## config.mk

```make
export PLATFORM = sky130hd
export DESIGN_NAME = iter_shift_ctrl
export DESIGN_NICKNAME = d
export VERILOG_FILES = /design/src/rtl/iter_shift_ctrl_pkg.sv /design/src/rtl/iter_shift_ctrl_shift_step_1.sv /design/src/rtl/iter_shift_ctrl.sv
export SDC_FILE = /design/constraint.sdc
export NUM_CORES = 1
export LEC_CHECK = 0
export ABC_AREA = 1
export CAP_MARGIN = 20
export CORE_MARGIN = 2
export CORE_UTILIZATION = 53
export DETAILED_ROUTE_END_ITERATION = 8
export PLACE_DENSITY_LB_ADDON = 0.3
export SLEW_MARGIN = 20
export SYNTH_ARGS = -nofsm -noshare
export SYNTH_HDL_FRONTEND = slang
export SYNTH_SLANG_ARGS = --single-unit
```

## constraint.sdc

```tcl
create_clock -name clock -period 2 [get_ports clock]
set_clock_uncertainty 0.15 [all_clocks]
set_input_delay 0.3 -clock clock [delete_from_list [all_inputs] [get_ports clock]]
set_output_delay 0.3 -clock clock [all_outputs]
set_load 0.03 [all_outputs]
```

## src/rtl/iter_shift_ctrl_pkg.sv

```systemverilog
// Shared definitions for the iterative shifter: ALU op encodings and FSM states.
// The ALU decoder uses the same op constants.
package iter_shift_ctrl_pkg;

    localparam logic [1:0] OP_SLL  = 2'b00;
    localparam logic [1:0] OP_SRL  = 2'b01;
    localparam logic [1:0] OP_SRA  = 2'b10;
    localparam logic [1:0] OP_RSVD = 2'b11;

    typedef enum logic [1:0] {
        ST_IDLE  = 2'b00,
        ST_SHIFT = 2'b01,
        ST_DONE  = 2'b10
    } state_t;

endpackage

```

## src/rtl/iter_shift_ctrl_shift_step_1.sv

```systemverilog
// One-bit shift stage: SLL, SRL or SRA by a single position, selected by op.
// The reserved op passes the operand through unchanged.
module shift_step_1
    import iter_shift_ctrl_pkg::*;
#(
    parameter int WIDTH = 32
) (
    input  logic [WIDTH-1:0] in,
    input  logic [1:0]       op,
    output logic [WIDTH-1:0] out
);

    logic [WIDTH-1:0] sll_1;
    logic [WIDTH-1:0] srl_1;
    logic [WIDTH-1:0] sra_1;

    assign sll_1 = {in[WIDTH-2:0], 1'b0};
    assign srl_1 = {1'b0, in[WIDTH-1:1]};
    assign sra_1 = {in[WIDTH-1], in[WIDTH-1:1]};

    always_comb begin
        out = in;
        case (op)
            OP_SLL:  out = sll_1;
            OP_SRL:  out = srl_1;
            OP_SRA:  out = sra_1;
            default: out = in;
        endcase
    end

endmodule

```

## src/rtl/iter_shift_ctrl.sv

```systemverilog
// Multi-cycle shifter for the ALU shift path: one bit per clock for shamt cycles,
// with a start/busy/done handshake and a result register held until the next result.
module iter_shift_ctrl
    import iter_shift_ctrl_pkg::*;
#(
    parameter int WIDTH   = 32,
    parameter int SHAMT_W = 5
) (
    input  logic               clock,
    input  logic               reset,
    input  logic               start,
    input  logic [1:0]         op,
    input  logic [WIDTH-1:0]   data_in,
    input  logic [SHAMT_W-1:0] shamt,
    output logic               busy,
    output logic               done,
    output logic [WIDTH-1:0]   result
);

    state_t             state;
    state_t             state_nx;
    logic [WIDTH-1:0]   acc;
    logic [WIDTH-1:0]   acc_step;
    logic [SHAMT_W-1:0] count;
    logic [1:0]         op_q;
    logic               accept;
    logic               last_step;

    shift_step_1 #(.WIDTH(WIDTH)) u_step (
        .in  (acc),
        .op  (op_q),
        .out (acc_step)
    );

    always_ff @(posedge clock) begin
        if (reset) begin
            state <= ST_IDLE;
        end else begin
            state <= state_nx;
        end
    end

    always_comb begin
        state_nx  = state;
        busy      = 1'b0;
        done      = 1'b0;
        accept    = 1'b0;
        last_step = 1'b0;
        case (state)
            ST_IDLE: begin
                if (start) begin
                    accept   = 1'b1;
                    state_nx = (shamt == '0) ? ST_DONE : ST_SHIFT;
                end
            end
            ST_SHIFT: begin
                busy = 1'b1;
                if (count == SHAMT_W'(1)) begin
                    last_step = 1'b1;
                    state_nx  = ST_DONE;
                end
            end
            ST_DONE: begin
                busy     = 1'b1;
                done     = 1'b1;
                state_nx = ST_IDLE;
            end
            default: state_nx = ST_IDLE;
        endcase
    end

    // result is written only on entry to DONE so it stays valid while the next op shifts
    always_ff @(posedge clock) begin
        if (reset) begin
            acc    <= '0;
            count  <= '0;
            op_q   <= OP_SLL;
            result <= '0;
        end else if (accept) begin
            acc   <= data_in;
            op_q  <= op;
            count <= shamt;
            if (shamt == '0) begin
                result <= data_in;
            end
        end else if (state == ST_SHIFT) begin
            acc   <= acc_step;
            count <= count - SHAMT_W'(1);
            if (last_step) begin
                result <= acc_step;
            end
        end
    end

endmodule

```

; ---- Word-level counts from Yosys, hierarchy flattened
; Index checks and enable logic that the tools add are counted.
[word_totals]
out_inout_bits = 34
word_cells = 41
inputBits = 42
ff_bits = 73
[op_classes]
n_reduce_logical = 8
n_addsub = 1
mux = 19
eq_ne = 8
[ops]
columns = op, count
row1 = two-way mux 32 bit, 6
row2 = case mux 32 bit (3 select lines), 1
row3 = two-way mux 5 bit, 2
row4 = two-way mux 1 bit, 6
row5 = two-way mux 2 bit, 3
row6 = == test 5 x 1 -> 1 bit (second input constant), 1
row7 = zero test 5 bit, 1
row8 = subtractor 5 x 1 -> 5 bit (second input constant), 1
row9 = == test 2 x 1 -> 1 bit (second input constant), 2
row10 = == test 2 bit (second input constant), 2
row11 = zero test 2 bit, 2
row12 = inequality test 2 bit (second input constant), 2
row13 = case mux 2 bit (2 select lines), 1
row14 = nonzero test 2 bit, 2
row15 = AND reduction 3 bit, 1
row16 = inequality test 2 x 1 -> 1 bit (second input constant), 1
row17 = AND reduction 2 bit, 1
row18 = OR reduction 2 bit, 1

; ---- Logic depth before layout (Yosys ltp)
[logic_depth]
word_depth = 6
depth_mapped = 11
depth_no_buf = 10

; ---- Modules after synthesis
; From an unflattened synthesis, not the netlist that was laid out.
[unflattened]
hier_cells = 616
hier_area_um2 = 3962.6
[modules_own_cells]
columns = module, seq_area_each_um2, instances, area_per_inst_um2, cells_each
row1 = iter_shift_ctrl, 1461.4, 1, 3330.7, 472
row2 = shift_step_1, 0.0, 1, 631.9, 144

; ---- Worst setup path after synthesis
; No wires, ideal clock.
[synth_path]
path_type = reg2reg
startpoint = reg state[0]
endpoint = reg acc[31]
setup_ns = 0.114
n_path_buf = 2
synth_period_minus_slack_ns = 1.635
required_ns = 1.736
slack_ns = 0.365
path_stages_with_launch = 11
t_arrival_ns = 1.371
path_cell_list = dfxtp_1 inv_1 ha_1 nand2_2 inv_1 buf_2 buf_4 nand2_1 o211ai_1 o21bai_1 inv_1
[synth_between]
elab_chain_cells = 3
word_cells_on_any_way = 5
cone_classes = 1 x eq/ne / 2 x mux / 2 x reduce/logical
[synth_rtl]
columns = element, line
row1 = from (decl), iter_shift_ctrl.sv:20  ; state_t state;
row2 = from (signal assigned), iter_shift_ctrl.sv:39  ; state <= state_nx;
row3 = zero test 2 bit, iter_shift_ctrl.sv:49  ; case (state)
row4 = two-way mux 1 bit, iter_shift_ctrl.sv:49
row5 = two-way mux 32 bit or nonzero test 2 bit (tied branches), n/a
row6 = to (signal assigned), iter_shift_ctrl.sv:80  ; acc <= data_in;
row7 = to (signal assigned), iter_shift_ctrl.sv:87  ; acc <= acc_step;
row8 = to (decl), iter_shift_ctrl.sv:22  ; logic [WIDTH-1:0] acc;
; Parallel ways exist; a longest one is shown, timed or not.
; A chain may end at the register's enable or synchronous reset.

; ---- Worst setup path in the final report
[layout_path]
startpoint = reg state[0]
endpoint = out busy
[layout_between]
elab_chain_cells = 3
word_cells_on_any_way = 4
cone_classes = 2 x eq/ne / 1 x mux / 1 x reduce/logical
[layout_rtl]
columns = element, line
row1 = == test 2 x 1 -> 1 bit or == test 2 bit (tied branches), iter_shift_ctrl.sv:49
row2 = OR reduction 2 bit (no line) (*), n/a
row3 = two-way mux 1 bit (*), iter_shift_ctrl.sv:49
row4 = to (decl), iter_shift_ctrl.sv:15  ; output logic busy,
; Every way passes the cells marked *; elsewhere a longest branch is shown, timed or not.

==> results.tsv <==
stage	metric	value	unit
status	outcome	finished, final reports clean	
setup_path	critical_path_class	reg -> out	
placement	place.gp.congestion	0.845	
synthesis	synth.net_count	758	
power	cellPowerDensity	1100	mW/mm^2
power	p_leak	0.00273	uW
route	remaining_drc_errors	0	
clock_tree	cts_tree	done	
setup_path	critPathLaunchType	flip-flop	
synthesis	ys_warn_count	0	
global_routing	grtUsageTotal	25.4	%
synthesis	synth_cell_types	24	
route	vias_per_cell	5.05	
die	start_util	54.8	%
route	first_pass_iters	5	
global_routing	grt_pass1_vias	4011	
sta	period_needed	1.89	ns
setup_path	crit_fanout	3	
placement	dp_hpwl	7.56	mm
die	io_pins	76	
clock_tree	clock-sinks	73	
synthesis	ys.flop_type	dfxtp_1	
layout	antenna_cells	0	
power	ir_drop	0.629	mV
synthesis	synth_xor_area_share	0.620	%
sta	slew_viol_final	0	
clock_tree	clockBufferDepth	2	
route	ant_nets	0	
setup_path	cp_cell_sequence	inv_1 -> ha_1 -> dlygate4sd2_1	
clock_tree	htree_levels	3	
synthesis	seq_area_frac_synth	34.5	%
synthesis	synth_area	0.00424	sq mm
route	drt_iter0_drc	295	
sta	timing.fmax	528	MHz
layout	area_delta_synth_final	27.7	%
global_routing	antenna_found_initial	0	
synthesis	synth_edf_count	0	
clock_tree	post-cts-setup-buffers	0	
sta	setup_viol	0	
setup_path	cp_top_family	buffers and inverters	
sta	finalHoldViolations	0	
synthesis	synthSimpleGateAreaFrac	37.2	%
sta	period_share	94.7	%
route	wl_per_cell	12.2	um
setup_path	worst_ep_arrival_time	1.44	ns
global_routing	grt_max_degree	66	
die	die-width	93.4	um
clock_tree	cts.clk_slew.worst_paths	0.08	ns
clock_tree	postCtsHoldBufs	0	
setup_path	cpPeakStageDelay	0.39	ns
clock_tree	numCtsBuffers	9	
die	core-area	0.00773	sq mm
die	rows	32	
sta	max_slew_margin	79.3	%
clock_tree	root_buffer	clkbuf_8	
setup_path	critPathCaptureType	primary output	
synthesis	syn_inst	711	
sta	tightest_slew	0.307	ns
global_routing	grt-ovfl-total	0	
sta	rsz0062_at_grt	false	
synthesis	synth_top_family_by_area	simple AND/OR/NAND/NOR gates	
synthesis	synth_top_area_cell	dfxtp_1	
clock_tree	insertion_delay	0.35	ns
synthesis	synth_top_area_share	34.5	%
die	die_area	0.00873	sq mm
layout	fin_util	70.0	%
setup_path	slowest_stage	dlygate4sd2_1	
run	cap_viol_max_count	0	
layout	final_nets	825	
setup_path	path_buf_inv	2	
setup_path	required	1.55	ns
synthesis	ys_top_cells_by_area	dfxtp_1 34%, nand2_1 17%, nand3_1 11%, inv_1 11%, nor2_1 6.6%	
synthesis	synth-compound-area-share	10.9	%
min_path	hold_class	reg -> reg	
synthesis	synth_fa_ha_area_share	1.48	%
synthesis	synth_area_per_cell	5.96	sq um
synthesis	synth-seq-cells	73	
global_routing	grt_pass1_wl	18.0	mm
placement	port_buffers	75	
route	wl	10.8	mm
sta	fin_hold_ws	0.344	ns
synthesis	muxShareOfSynthArea	0	%
synthesis	synthArstFlopShare	0	%
route	via_count	4470	
layout	drive_gt1_share	7.02	%
sta	tns	0	ns
die	dieHeight	93.4	um
[sequential cells by signal, indices dropped and copies added, names as in the netlist]
name / cells
acc: 32
result: 32
count: 5
op_q: 2
state: 2
[cells by family (layout without fill, tap and decap cells)]
kind of cell	Yosys count	in the layout
AO/OA/AOI/OAI	91	91
XOR/XNOR	3	3
adder cells (fa/ha/maj)	5	5
buffers and inverters	162	234
flip-flops	73	73
AND/OR/NAND/NOR	377	377
[cell usage in the layout, fill, tap and decap left out]
cell	synthesis	layout
nor2_1	74	72
buf_12	0	6
clkinvlp_4	0	1
inv_1	119	119
clkbuf_8	0	10
clkbuf_1	14	1
clkinv_2	0	1
or2_2	10	10
nand2_2	2	3
nand3_1	95	95
o211ai_1	1	1
ha_1	5	5
a21oi_1	45	45
a31oi_1	1	1
dfxtp_1	73	73
or2_1	1	1
buf_4	2	16
xor2_1	3	3
nand3b_1	1	1
nand2_1	191	190
o21bai_1	1	1
o21ai_0	42	42
clkdlybuf4s50_1	0	73
o22ai_1	1	1
bufinv_16	0	3
dlygate4sd2_1	0	2
nor2_2	1	3
inv_2	2	2
nand4_1	2	2
[layer usage]
layer	GRT usage [%]	vias to the layer above	routed length [um]	part of all wire (%)
met4	9.31	0	176	1.6
met2	39.7	174	4860	45
met3	3.55	17	689	6.4
met1	35.5	1956	5070	47
met5	0	-	0	0
li1	-	2323	-	-
[worst paths after layout]
check / cells after the start / to / startpoint / slack (ns)
setup / recovery: 3 / busy / state[0] / 0.11
hold / removal: 2 / state[0] / state[0] / 0.34
setup reg to reg: 10 / result[13] / state[0] / 0.16
hold reg to reg: 2 / state[0] / state[0] / 0.34
[metrics by stage]
step | power (uW) | instances | area (sq um) | setup slack (ns)
2_1_floorplan | 3690 | 711 | 4240 | 0.365
3_3_place_gp | 4420 | 869 | 5170 | 0.0671
3_5_place_dp | 4500 | 869 | 5170 | -0.00917
4_1_cts | 5920 | 885 | 5410 | 0.0892
5_1_grt | 6350 | 885 | 5410 | 0.0182
6_report | 5930 | 885 | 5410 | 0.105
[worst reg2reg max path, cell delays in order (launching register included)]
cell and delay, ns:
dfxtp_1 0.33, inv_1 0.09, ha_1 0.18, nand2_2 0.10
inv_1 0.17, nand2_1 0.11, nand2_2 0.12, buf_4 0.27
nand2_1 0.08, nand2_1 0.07, nor2_1 0.05
[where the power goes]
group	total, uW	internal [uW]	switching [uW]
registers	1970	1760	204
logic	2540	988	1550
clock network	1420	862	559
[area by class of cell]
cell class	instances	area (sq um)
multi-input cells	476	2140
fillers	668	2310
inverters	121	454
repair buffers	97	988
clock buffers	11	141
flip-flops and latches	73	1460
clock inverters	5	103
well taps	102	128
[cell usage after synthesis, types with 2 or more instances]
library cell / number
buf_4: 2
nand3_1: 95
ha_1: 5
nor2_1: 74
dfxtp_1: 73
nand2_1: 191
o21ai_0: 42
inv_1: 119
nand4_1: 2
or2_2: 10
buf_2: 24
nand2_2: 2
inv_2: 2
clkbuf_1: 14
xor2_1: 3
a21oi_1: 45
[timing repair]
item                                    CTS  global route
endpoints found under the setup margin    2             8
endpoints found under the hold margin     0             0
gates resized for setup                   2             2
gates cloned                              0             0
No activity file was read; power rests on OpenSTA's default activity.
